## config.mk

```make
export PLATFORM = sky130hd
export DESIGN_NAME = cnn_layer_sequencer
export DESIGN_NICKNAME = d
export VERILOG_FILES = /design/src/rtl/cnn_layer_sequencer.sv
export SDC_FILE = /design/constraint.sdc
export NUM_CORES = 1
export LEC_CHECK = 0
export BUFFER_PORTS_ARGS = -buffer_cell sky130_fd_sc_hd__buf_2
export CAP_MARGIN = 10
export CORE_MARGIN = 3
export CORE_UTILIZATION = 50
export DETAILED_ROUTE_END_ITERATION = 12
export PLACE_DENSITY_LB_ADDON = 0.3
export SETUP_SLACK_MARGIN = 0.1
export SYNTH_ARGS = -nofsm -noshare
export SYNTH_HDL_FRONTEND = slang
export SYNTH_SLANG_ARGS = --single-unit
```

## constraint.sdc

```tcl
create_clock -name clk -period 2.35 [get_ports clk]
set_input_delay 0.5875 -clock clk [delete_from_list [all_inputs] [get_ports clk]]
set_output_delay 0.5875 -clock clk [all_outputs]
set_load 0.02 [all_outputs]
```

## src/rtl/cnn_layer_sequencer.sv

```systemverilog
// Layer sequencer for the digit-recognition datapath: walks img_wr, conv1, pool1, conv2, pool2, fc.
// Define SEQ_CYCLE_COUNT_EN to add the 32-bit busy-cycle counter output cycle_count.
module cnn_layer_sequencer #(
    parameter int unsigned IMG_PASSES = 1,
    parameter int unsigned C1_PASSES  = 1,
    parameter int unsigned P1_PASSES  = 1,
    parameter int unsigned C2_PASSES  = 6,
    parameter int unsigned P2_PASSES  = 6,
    parameter int unsigned FC_PASSES  = 1,
    parameter int unsigned DRAIN      = 3
) (
    input  logic       clk,
    input  logic       reset,
    input  logic       start,
    input  logic       abort,
    input  logic       pix_valid,
    output logic       pix_ready,
    input  logic [5:0] stage_done,
    output logic [5:0] stage_clr,
    output logic [5:0] stage_en,
    output logic [2:0] stage_id,
    output logic [3:0] pass_idx,
    output logic       busy,
    output logic       seq_done
`ifdef SEQ_CYCLE_COUNT_EN
    ,
    output logic [31:0] cycle_count
`endif
);

    typedef enum logic [2:0] {StIdle, StClr, StRun, StDrain, StDone, StAbort} state_e;

    state_e     state_q, state_d;
    logic [2:0] stage_q, stage_d;
    logic [3:0] pass_q, pass_d;
    logic [3:0] drain_q, drain_d;
    logic       pass_end;

    function automatic logic [3:0] last_pass(input logic [2:0] s);
        case (s)
            3'd0:    return 4'(IMG_PASSES - 1);
            3'd1:    return 4'(C1_PASSES - 1);
            3'd2:    return 4'(P1_PASSES - 1);
            3'd3:    return 4'(C2_PASSES - 1);
            3'd4:    return 4'(P2_PASSES - 1);
            default: return 4'(FC_PASSES - 1);
        endcase
    endfunction

    always_comb begin
        state_d   = state_q;
        stage_d   = stage_q;
        pass_d    = pass_q;
        drain_d   = drain_q;
        stage_clr = '0;
        stage_en  = '0;
        pix_ready = 1'b0;
        seq_done  = 1'b0;
        pass_end  = 1'b0;

        unique case (state_q)
            StIdle: begin
                if (start && !abort) begin
                    state_d = StClr;
                    stage_d = 3'd0;
                    pass_d  = 4'd0;
                end
            end
            StClr: begin
                stage_clr[stage_q] = 1'b1;
                drain_d            = 4'd0;
                state_d            = StRun;
            end
            StRun: begin
                if (stage_done[stage_q]) begin
                    drain_d = 4'd0;
                    if (DRAIN == 0) pass_end = 1'b1;
                    else            state_d  = StDrain;
                end else if (stage_q == 3'd0) begin
                    // Image writes advance only on an accepted pixel.
                    stage_en[0] = pix_valid;
                    pix_ready   = pix_valid;
                end else begin
                    stage_en[stage_q] = 1'b1;
                end
            end
            StDrain: begin
                if (drain_q == 4'(DRAIN - 1)) pass_end = 1'b1;
                else                          drain_d  = drain_q + 4'd1;
            end
            StDone: begin
                seq_done = 1'b1;
                state_d  = StIdle;
            end
            StAbort: begin
                stage_clr = '1;
                state_d   = StIdle;
            end
            default: state_d = StIdle;
        endcase

        if (pass_end) begin
            if (pass_q != last_pass(stage_q)) begin
                pass_d  = pass_q + 4'd1;
                state_d = StClr;
            end else if (stage_q != 3'd5) begin
                stage_d = stage_q + 3'd1;
                pass_d  = 4'd0;
                state_d = StClr;
            end else begin
                state_d = StDone;
            end
        end

        // Abort wins over any pass/stage advance; stage and pass stay as they were.
        if (abort && state_q != StIdle && state_q != StAbort) begin
            state_d = StAbort;
            stage_d = stage_q;
            pass_d  = pass_q;
        end
    end

    always_ff @(posedge clk) begin
        if (reset) begin
            state_q <= StIdle;
            stage_q <= 3'd0;
            pass_q  <= 4'd0;
            drain_q <= 4'd0;
        end else begin
            state_q <= state_d;
            stage_q <= stage_d;
            pass_q  <= pass_d;
            drain_q <= drain_d;
        end
    end

    assign busy     = (state_q == StClr) || (state_q == StRun) || (state_q == StDrain) ||
                      (state_q == StDone);
    assign stage_id = (state_q == StIdle || state_q == StDone) ? 3'd7 : stage_q;
    assign pass_idx = pass_q;

`ifdef SEQ_CYCLE_COUNT_EN
    logic [31:0] cycle_count_q;

    always_ff @(posedge clk) begin
        if (reset) begin
            cycle_count_q <= 32'd0;
        end else if (state_q == StIdle && start && !abort) begin
            cycle_count_q <= 32'd0;
        end else if (busy) begin
            cycle_count_q <= cycle_count_q + 32'd1;
        end
    end

    assign cycle_count = cycle_count_q;
`endif

endmodule
```

Word level (Yosys, flattened, before mapping)
Index checks and enable logic that the tools add are counted.
- $add $sub $neg: 3
- magnitude comparators: 2
- equal/unequal tests: 19
- mux-type cells: 38
- reduce and logical (&&, ||, !) cells: 18
- operators with widths (cell ; number):
    $mux 3 ; 13
    $mux 4 ; 8
    $ne 3x3->1 const B ; 5
    $mux 6 ; 2
    $pmux 3 s4 ; 1
    $pmux 4 s3 ; 1
    $pmux 6 s2 ; 1
    $eq 3x2->1 const B ; 3
    $eq 3x3->1 const B ; 3
    $mux 1 ; 9
    $reduce_and 3->1 ; 3
    $add 4x1->4 const B ; 2
    $ne 4x4->1 const B ; 2
    $logic_not 3->1 ; 2
    $ne 2x2->1 const B ; 3
    $reduce_bool 3->1 ; 2
    $mux 5 ; 1
    $eq 4x2->1 const B ; 1
    $logic_and 1x1->1 ; 4
    $logic_or 1x1->1 ; 4
    $lt 3x4->1 const B ; 1
    $ne 4x4->1 ; 1
    $reduce_or 2->1 ; 2
    $add 3x1->3 const B ; 1
    5 further kinds ; 5
- bits in registers: 14
- input port bits: 11
- output and inout port bits: 22
- logic and storage cells: 85

Logic depth before layout (Yosys ltp)
Gate-level depths: netlist (run 1).
- depth after elaboration: 8
- gate-level depth with buffers: 8
- gate-level depth less buffers: 7

Worst setup path after synthesis (run 1)
No wires, ideal clock.
- kind: register to output
- from: reg stage_q[0]
- to: out stage_en[0]
- arrival time: 1.947 ns
- data required time: 1.762 ns
- path slack: -0.185 ns
- cell stages (with the launch flop): 6
- path buffers: 1
- cell sequence: dfxtp_1 > clkbuf_1 > inv_1 > ha_1 > or3_2 > a211oi_1
- longest elaborated chain between the ends: 7
- elaborated cells on any way between the ends: 11
- those cells by class: 2 x order compare; 7 x mux; 2 x reduce/logical
- ends and longest elaborated chain (element ; RTL line ; RTL):
    start, declared ; 34 ; logic [2:0] stage_q, stage_d;
    start signal, assigned ; 131 ; stage_q <= stage_d;
    $lt 3x4->1 (implied by the code) / $ge 3x1->1 (equally long branches) ; 84 ; stage_en[stage_q] = 1'b1;
    $logic_and 1x1->1 (implied by the code) ; 84 ;
    $mux 1 (implied by the code) ; 84 ;
    $demux 1 s3 ; 84 ;
    $mux 1 ; 79 ; end else if (stage_q == 3'd0) begin
    $mux 6 * ; 75 ; if (stage_done[stage_q]) begin
    $mux 6 * ; 61 ; unique case (state_q)
    end, declared ; 20 ; output logic [5:0] stage_en,
Mark *: on every way between the ends. The rest lies on a longest branch, timed or not. The select of a mux whose other input is x is not followed.

Final worst setup path (run 1)
- from: reg stage_q[1]
- to: out stage_en[3]
- longest elaborated chain between the ends: 7
- elaborated cells on any way between the ends: 11
- those cells by class: 2 x order compare; 7 x mux; 2 x reduce/logical
- ends and longest elaborated chain (element ; RTL line):
    $lt 3x4->1 (implied by the code) / $ge 3x1->1 (equally long branches) ; 84
    $logic_and 1x1->1 (implied by the code) ; 84
    $mux 1 (implied by the code) ; 84
    $demux 1 s3 ; 84
    $mux 5 ; 79
    $mux 6 * ; 75
    $mux 6 * ; 61
Marked as above.

==> results of run 1 <==
-- sequential cells by signal (all words and copies together) (netlist names) --
register  count
drain_q       4
pass_idx      4
stage_q       3
state_q       3
-- power breakdown --
part / internal (mW) / switching (mW) / leakage (nW)
registers: 0.241 / 0.00789 / 0.115
logic: 0.0609 / 0.101 / 0.451
clock network: 0.0593 / 0.0736 / 0.0138
-- cells in the mapped netlist (2+ instances only) --
library cell,number,share of area [%]
a211oi_1,2,1.3
a21oi_1,14,6.2
a31oi_1,3,1.6
and2_1,3,1.6
clkbuf_1,7,2.3
dfxtp_1,14,25
ha_1,6,6.6
inv_1,6,2.0
mux2i_1,4,3.5
nand2_1,9,3.0
nand2b_1,6,3.3
nand2b_2,2,1.5
nand3_1,6,2.6
nand4b_1,2,1.5
nor2_1,18,5.9
nor3_1,6,2.6
o21a_1,2,1.3
o21ai_0,13,5.7
or3_1,4,2.2
-- worst max-delay path, stage by stage, from the launching register on --
cell and delay, ns:
dfxtp_4 0.40, mux2i_1 0.18, mux4_2 0.26, nand4b_1 0.16, nor2_2 0.19, and4_4 0.24
buf_6 0.11
-- worst min-delay path by stage --
stage	start	to	slack [ns]	cells after the start
after global routing	drain_q[1]	drain_q[1]	0.57	2
after detailed placement	drain_q[3]	drain_q[3]	0.51	2
after CTS	drain_q[3]	drain_q[3]	0.52	2
after global placement	drain_q[3]	drain_q[3]	0.49	2
after floorplan	drain_q[3]	drain_q[3]	0.47	2
final	drain_q[1]	drain_q[1]	0.51	2
-- through the flow --
step	area [sq um]	setup TNS, ns
floorplan	1160	0
global placement	1370	0
detailed placement	1370	-0.0334
CTS	1470	-0.166
global route	1490	-1.00
finish	1490	-0.127
-- layer usage --
layer,global-route usage (%),vias to the layer above
met1,27.7,594
met2,42.1,41
li1,-,626
met5,0,-
met3,3.60,2
met4,8.09,0
-- final cells by class --
| class | count | area [sq um] |
|---|---|---|
| fillers | 165 | 568 |
| inverters | 6 | 22.5 |
| flip-flops and latches | 14 | 287 |
| clock buffers | 3 | 22.5 |
| well taps | 27 | 33.8 |
| repair buffers | 42 | 275 |
| multi-input cells | 124 | 853 |
-- what timing repair did --
action | in CTS | in global routing
setup endpoints to repair | 7 | 9
pin swaps | 3 | 2
buffers inserted | 2 | 0
resized for setup | 22 | 7
-- layout by cell type (no fill, tap or decap), types with 3 or more instances in the layout --
cell,netlist,final
a21oi_1,14,13
a31oi_1,3,3
and2_1,3,3
buf_2,1,25
buf_4,0,11
buf_6,1,6
clkbuf_4,0,3
dfxtp_1,14,11
ha_1,6,5
inv_1,6,5
mux2i_1,4,4
nand2_1,9,9
nand2b_1,6,6
nand3_1,6,6
nor2_1,18,17
nor3_1,6,3
o21ai_0,13,13
or3_1,4,4
-- cells by family (layout without fill, tap and decap cells) --
kind of cell | count (synthesis) | count (layout) | synth area share [%]
buffers and inverters | 15 | 51 | 5.71
adder cells (fa/ha/maj) | 6 | 6 | 6.59
multiplexers | 5 | 5 | 5.49
AND/OR/NAND/NOR | 69 | 69 | 34.0
XOR/XNOR | 2 | 2 | 1.54
flip-flops | 14 | 14 | 24.6
AO/OA/AOI/OAI | 42 | 42 | 22.1
==> run_results.csv, run 1 <==
group,metric,value,unit
outcome,outcome,"finished, violations left",
outcome,violations,"setup timing",
yosys,synth_cell_types,45,
global_routing,grt_max_degree,15,
clock_network,holdBufCountCts,0,
yosys,synth_edf_count,0,
worst_setup_path,worstPathRequired,1.76,ns
die,die_area,2890,sq um
place,dp_slack,-0.0334,ns
place,hpwl,2.17,mm
place,place_inst,211,
timing,whs,0.510,ns
die,start_util,55.2,%
global_routing,antenna_found_initial,0,
detailed_routing,routedLengthMet1,1.39,mm
layout,area_growth,31.2,%
yosys,async_reset_ff_share,0,%
layout,nets,208,
layout,final_core_util,72.5,%
global_routing,first_global_vias,1153,
detailed_routing,routed_wl,2.98,mm
worst_setup_path,cp.arrival,1.81,ns
clock_network,clock_latency,0.28,ns
global_routing,grt_usage,23.4,%
die,die_w,53.7,um
detailed_routing,dr_wl_met3,167,um
yosys,ys_ff_latch,14,
timing,clock-skew-final,0.00746,ns
clock_network,cts_buffer_depth,2,
detailed_routing,wire_per_inst,13.8,um
timing,rsz0062_at_grt,"yes",
die,core,2060,sq um
die,die_y,53.7,um
yosys,syn_area_per_cell,7.44,sq um
place,finalWeightedCongestion,0.848,
timing,relSlewSlack,69.6,%
detailed_routing,vias_per_cell,5.85,
timing,min_period,2.40,ns
layout,instances_no_fill,216,
die,rows,16,
timing,finalMaxSlewViolations,0,
detailed_routing,top_layer,"met4",
power_and_ir_drop,powerDensity,364,nW/um^2
detailed_routing,num_vias,1263,
layout,drive_gt1_share,34.9,%
worst_setup_path,critPathCapture,"stage_en[3]",
worst_setup_path,critical_path_peak_fanout,8,
global_routing,grt_pass1_wl,5.07,mm
yosys,synth-seq-area-share,24.6,%
timing,timing.fmax,416,MHz
global_routing,grt_overflow_total,0,
detailed_routing,final_antenna_net_count,0,
die,ios,33,
power_and_ir_drop,p_total,544,uW
yosys,netlist_instances,153,
yosys,ys.warnings.count,0,
detailed_routing,drcViolationCount,0,
job,maxCapViolCount,0,
worst_setup_path,reg2reg_from,"drain_q[0]",
timing,tightestPinTransition,0.454,ns
power_and_ir_drop,leakage,0.579,nW
worst_setup_path,cp-startpoint,"stage_q[1]",
worst_setup_path,endpoint_kind,"primary output",
clock_network,cts_made_buffers,3,
clock_network,cts_sinks,14,
timing,period_share,102,%
place,port-buffer-count,32,
layout,antenna_cells,0,
worst_setup_path,cp-start-kind,"flop",
yosys,synth.cell_area,1140,sq um
clock_network,cts-root-buf,"clkbuf_4",
timing,setup_viol,6,
detailed_routing,wl_met2,1.42,mm
timing,timing.final.ws_setup,-0.0518,ns
worst_setup_path,criticalPathCategory,"reg2out",
worst_setup_path,reg2reg_to,"stage_q[0]",
detailed_routing,drt_iter0_markers,20,
timing,hold_viol_final,0,
yosys,syn_nets,170,
power_and_ir_drop,peakVddDrop,365,uV
worst_setup_path,rr_worst_depth,7,
detailed_routing,drt_first_pass_iters,4,
clock_network,path_clk_slew,0.08,ns
clock_network,cts_tree,"yes",
clock_network,htree_levels,1,
worst_setup_path,r2r_slack,0.17,ns
hold_path,hold_class,"reg2reg",
yosys,ys.flop_type,"dfxtp_1",
Power figures use the tool's default switching activity.
==> run 2: changes to the inputs <==
--- a/config.mk
+++ b/config.mk
@@ -10,7 +10,7 @@
 export CORE_MARGIN = 3
 export CORE_UTILIZATION = 50
 export DETAILED_ROUTE_END_ITERATION = 12
-export PLACE_DENSITY_LB_ADDON = 0.3
+export PLACE_DENSITY = 0.75
 export SETUP_SLACK_MARGIN = 0.1
 export SYNTH_ARGS = -nofsm -noshare
 export SYNTH_HDL_FRONTEND = slang
==> run_results.csv, run 2 (synthesis gave the netlist of run 1 again) <==
group,metric,value,unit
outcome,outcome,"finished, violations left",
outcome,violations,"setup timing",
detailed_routing,drt_first_pass_iters,5,
detailed_routing,routed_wl,3.30,mm
worst_setup_path,timing.critical_path.buf_inv,1,
power_and_ir_drop,powerDensity,387,nW/um^2
timing,hold_viol_final,0,
power_and_ir_drop,peakVddDrop,322,uV
die,die_y,53.7,um
layout,instances_no_fill,218,
clock_network,cts_made_buffers,3,
detailed_routing,vias_per_cell,6.02,
worst_setup_path,critical_path_peak_fanout,7,
clock_network,htree_levels,1,
worst_setup_path,cp-start-kind,"flop",
power_and_ir_drop,p_clk_share,29.9,%
timing,min_period,2.46,ns
timing,clock-skew-final,0.00361,ns
global_routing,grt_pass1_wl,5.36,mm
layout,antenna_cells,0,
die,die_area,2890,sq um
worst_setup_path,cp-startpoint,"stage_q[1]",
global_routing,grt_max_degree,15,
worst_setup_path,reg2reg_from,"drain_q[1]",
worst_setup_path,cpPeakStageDelay,0.40,ns
global_routing,grt_overflow_total,0,
detailed_routing,drt_iter0_markers,40,
clock_network,cts_tree,"yes",
layout,area_growth,33.8,%
die,core,2060,sq um
timing,tightestPinTransition,0.419,ns
power_and_ir_drop,comb_power_share,26.8,%
global_routing,first_global_vias,1196,
power_and_ir_drop,seq_power_share,43.3,%
die,die_w,53.7,um
global_routing,antenna_found_initial,0,
die,start_util,55.2,%
detailed_routing,wire_per_inst,15.1,um
die,ios,33,
timing,period_share,105,%
timing,final.setup.tns,-0.401,ns
worst_setup_path,path_cells,"mux2i_1 > mux4_2 > nand4b_1 > nor2_2 > and4_4 > buf_6",
place,place_inst,210,
timing,setup_viol,7,
detailed_routing,drcViolationCount,0,
layout,final_core_util,73.9,%
clock_network,clock_latency,0.28,ns
power_and_ir_drop,p_total,590,uW
global_routing,grt_usage,24.9,%
clock_network,cts_sinks,14,
place,finalWeightedCongestion,0.838,
layout,final_common_cell,"buf_2",
worst_setup_path,worstPathRequired,1.76,ns
power_and_ir_drop,leakage,0.583,nW
clock_network,path_clk_slew,0.09,ns
place,port-buffer-count,32,
worst_setup_path,criticalPathCategory,"reg2out",
timing,relSlewSlack,71.9,%
detailed_routing,final_antenna_net_count,0,
worst_setup_path,rr_worst_depth,6,
detailed_routing,num_vias,1312,
timing,rsz0062_at_grt,"yes",
clock_network,cts-root-buf,"clkbuf_4",
power_and_ir_drop,p_switching,195,uW
layout,layout_common_cells,"buf_2 (25), nor2_1 (17), a21oi_1 (14)",
layout,drive_gt1_share,35.1,%
job,maxCapViolCount,0,
power_and_ir_drop,p_sw_share,33.0,%
worst_setup_path,critPathTopFamily,"simple AND/OR/NAND/NOR gates",
worst_setup_path,crit_slowest_cell,"dfxtp_4",
worst_setup_path,endpoint_kind,"primary output",
timing,timing.final.ws_setup,-0.109,ns
hold_path,hold_class,"reg2reg",
layout,nets,209,
worst_setup_path,critPathCapture,"stage_en[3]",
power_and_ir_drop,p_int,396,uW
die,rows,16,
worst_setup_path,cp.arrival,1.87,ns
worst_setup_path,r2r_slack,0.16,ns
place,hpwl,2.33,mm
clock_network,cts_buffer_depth,2,
clock_network,holdBufCountCts,0,
worst_setup_path,cp.depth,6,
timing,finalMaxSlewViolations,0,
worst_setup_path,reg2reg_to,"stage_q[2]",
layout,fillers,160,
timing,timing.fmax,407,MHz
## run 2: power groups by stage
stage	clock network (mW)	registers (mW)	logic, mW
floorplan	0	0.250	0.111
global placement	0	0.261	0.143
detailed placement	0	0.262	0.146
CTS	0.180	0.255	0.151
global route	0.194	0.258	0.173
finish	0.177	0.256	0.158
## run 2: repair_timing
action	4_1_cts	5_1_grt
setup buffers	3	1
pin swaps	4	1
endpoints found under the setup margin	7	11
resized for setup	21	9
endpoints found under the hold margin	0	0
## run 2: cell type report
| class | count | area, sq um | area share [%] |
|---|---|---|---|
| multi-input combinational | 124 | 860 | 56.4 |
| tap | 27 | 33.8 | 2.22 |
| inverter | 6 | 22.5 | 1.48 |
| timing repair buffer | 43 | 287 | 18.8 |
| sequential | 14 | 285 | 18.7 |
| clock buffer | 4 | 36.3 | 2.38 |
## run 2: worst register-to-register path: cells and delay by family (launching register included)
kind,cells,cell delay [ns]
simple gates,3,1.24
fa+ha+maj,1,0.21
compound gates,2,0.28
flops,1,0.39
## run 2: through the flow
stage	instance area [sq um]	setup slack, ns	hold WS, ns
floorplan	1160	0.0110	0.467
global placement	1360	0.0160	0.488
detailed placement	1360	-0.0286	0.523
CTS	1480	-0.0558	0.538
global route	1520	-0.193	0.556
finish	1520	-0.109	0.534
## run 2: worst min-delay path by stage
| stage | startpoint | endpoint | slack [ns] | cells past startpoint |
|---|---|---|---|---|
| 6_report | drain_q[0] | drain_q[0] | 0.53 | 2 |
| 5_1_grt | drain_q[0] | drain_q[0] | 0.56 | 2 |
| 4_1_cts | drain_q[1] | drain_q[1] | 0.54 | 2 |
| 3_5_place_dp | drain_q[1] | drain_q[1] | 0.52 | 2 |
| 3_3_place_gp | drain_q[3] | drain_q[3] | 0.49 | 2 |
| 2_1_floorplan | drain_q[3] | drain_q[3] | 0.47 | 2 |
## run 2: per-layer routing
layer | share of wire (%) | global-route usage [%]
met3 | 7.8 | 3.88
met5 | 0 | 0
met4 | 2.7 | 10.2
met2 | 49 | 42.5
met1 | 41 | 30.8
==> run 3: changes to the inputs <==
--- a/config.mk
+++ b/config.mk
@@ -8,9 +8,9 @@
 export BUFFER_PORTS_ARGS = -buffer_cell sky130_fd_sc_hd__buf_2
 export CAP_MARGIN = 10
 export CORE_MARGIN = 3
-export CORE_UTILIZATION = 50
+export CORE_UTILIZATION = 46
 export DETAILED_ROUTE_END_ITERATION = 12
-export PLACE_DENSITY = 0.75
+export PLACE_DENSITY = 0.73
 export SETUP_SLACK_MARGIN = 0.1
 export SYNTH_ARGS = -nofsm -noshare
 export SYNTH_HDL_FRONTEND = slang
==> constraint.sdc (replaced) <==
create_clock -name clk -period 2.1 [get_ports clk]
set_input_delay 0.525 -clock clk [delete_from_list [all_inputs] [get_ports clk]]
set_output_delay 0.525 -clock clk [all_outputs]
set_load 0.02 [all_outputs]
==> run_results.csv, run 3 (synthesis gave the netlist of run 1 again) <==
group,metric,value,unit
clock_network,clock_latency,0.30,ns
layout,fillers,150,
die,ios,33,
timing,clock-skew-final,0.0142,ns
layout,seq_area,289,sq um
timing,setup_viol,7,
clock_network,cts-root-buf,"clkbuf_4",
die,die_y,55.8,um
global_routing,busiest_layer,"met2",
timing,finalMaxSlewViolations,0,
worst_setup_path,path_cells,"nand2b_4 > mux4_2 > nand4b_1 > buf_6 > a211oi_4 > buf_6",
power_and_ir_drop,seq_power_share,41.9,%
layout,layout_common_cells,"buf_2 (23), buf_4 (19), nor2_1 (14)",
timing,min_period,2.34,ns
detailed_routing,vias_per_cell,5.67,
worst_setup_path,critPathTopFamily,"multiplexers",
global_routing,grt_usage,21.4,%
layout,multi_input_area,927,sq um
worst_setup_path,cp.arrival,1.82,ns
power_and_ir_drop,p_total,681,uW
power_and_ir_drop,peakVddDrop,397,uV
power_and_ir_drop,p_clk_share,31.0,%
global_routing,grt_pass1_wl,5.47,mm
clock_network,cts_sinks,14,
timing,hold_viol_final,0,
layout,area_growth,47.7,%
layout,drive_gt1_share,46.2,%
power_and_ir_drop,p_sw_share,34.3,%
global_routing,grt_overflow_total,0,
clock_network,cts_tree,"yes",
die,rows,17,
place,place_inst,219,
global_routing,first_global_vias,1227,
power_and_ir_drop,comb_power_share,27.2,%
detailed_routing,routed_wl,3.28,mm
timing,relSlewSlack,74.3,%
worst_setup_path,reg2reg_from,"drain_q[0]",
timing,period_share,112,%
power_and_ir_drop,p_switching,233,uW
detailed_routing,drt_first_pass_iters,4,
detailed_routing,drt_iter0_markers,22,
outcome,outcome,"finished, violations left",
power_and_ir_drop,leakage,0.662,nW
layout,final_common_cell,"buf_2",
worst_setup_path,crit_slowest_cell,"mux4_2",
clock_network,path_clk_slew,0.10,ns
timing,rsz0062_at_grt,"yes",
worst_setup_path,worstPathRequired,1.57,ns
outcome,violations,"setup timing",
detailed_routing,num_vias,1288,
hold_path,hold_class,"reg2reg",
global_routing,met2_usage,34.8,%
power_and_ir_drop,p_int,448,uW
timing,timing.fmax,427,MHz
place,hpwl,2.36,mm
worst_setup_path,endpoint_kind,"primary output",
clock_network,cts_buffer_depth,2,
layout,instances_no_fill,227,
detailed_routing,final_antenna_net_count,0,
detailed_routing,drcViolationCount,0,
global_routing,antenna_found_initial,0,
worst_setup_path,cp-start-kind,"flop",
place,port-buffer-count,32,
power_and_ir_drop,powerDensity,405,nW/um^2
place,finalWeightedCongestion,0.786,
worst_setup_path,criticalPathCategory,"reg2out",
timing,timing.final.ws_setup,-0.243,ns
detailed_routing,wire_per_inst,14.4,um
hold_path,hold_start,"drain_q[3]",
layout,nets,217,
job,maxCapViolCount,0,
die,die_w,55.8,um
clock_network,cts_made_buffers,3,
layout,antenna_cells,0,
global_routing,grt_use_met1,25.6,%
worst_setup_path,cpPeakStageDelay,0.47,ns
die,die_area,3110,sq um
worst_setup_path,critical_path_peak_fanout,8,
worst_setup_path,timing.critical_path.buf_inv,2,
worst_setup_path,cp-startpoint,"stage_q[1]",
timing,tightestPinTransition,0.380,ns
global_routing,grt_max_degree,15,
die,core,2280,sq um
die,start_util,50.0,%
clock_network,htree_levels,1,
global_routing,use_met3,5.10,%
worst_setup_path,path_common_cell,"buf_6",
run 3: cell types whose count changed in the layout (fill, tap and decap cells not counted), moves of 2 or more:
cell	delta
nor2_1	-3
a21oi_1	-3
nor2_2	+2
and2_1	-2
and2_4	+2
dfxtp_1	-3
a21oi_2	+3
dfxtp_2	+3
buf_2	-2
buf_4	+8
run 3: repair_timing:
action	in CTS	in global routing
endpoints found under the setup margin	15	22
resized for setup	28	23
setup buffers	2	2
pin swaps	8	5
hold buffers	0	0
run 3: through the flow:
step           setup TNS, ns  utilization [%]  hold WS, ns  instance area (sq um)  setup WS (ns)
2_1_floorplan         -0.403                -        0.470                   1180         -0.104
3_3_place_gp          -0.337             63.3        0.492                   1440        -0.0601
4_1_cts                -1.58             69.4        0.522                   1580         -0.233
3_5_place_dp          -0.516             63.3        0.504                   1440         -0.110
5_1_grt                -2.09             73.9        0.552                   1680         -0.328
6_report               -1.57             73.9        0.520                   1680         -0.243
run 3: path summary, 6_finish.rpt:
check / endpoint / slack, ns / cells past startpoint
min reg2reg: drain_q[3] / 0.52 / 2
max: stage_en[0] / -0.24 / 6
max reg2reg: stage_q[2] / 0.09 / 7
min: drain_q[3] / 0.52 / 2
run 3: layer usage:
metal  routed length, um  vias to the layer above
met2                1640                       33
met4                  74                        0
met1                1440                      596
met5                   0                        -
li1                    -                      650
met3                 130                        9
run 3: tightest hold or removal path, cell delays in order (launching register included):
cell	delay (ns)
dfxtp_1	0.35
o21ai_0	0.08
a21oi_1	0.06
run 3: area by class of cell:
| type | instances | share of cell area (%) |
|---|---|---|
| Clock buffer | 4 | 2.16 |
| Timing Repair Buffer | 51 | 21.9 |
| Sequential cell | 14 | 17.2 |
| Multi-Input combinational cell | 124 | 55.1 |
| Inverter | 6 | 1.56 |
| Tap cell | 28 | 2.08 |
run 3: power by group through the flow:
| stage | combinational [mW] | clock, mW | sequential [mW] |
|---|---|---|---|
| final | 0.185 | 0.211 | 0.285 |
| after global routing | 0.202 | 0.228 | 0.286 |
| after CTS | 0.178 | 0.213 | 0.282 |
| after detailed placement | 0.172 | 0 | 0.289 |
| after global placement | 0.168 | 0 | 0.290 |
| after floorplan | 0.124 | 0 | 0.280 |
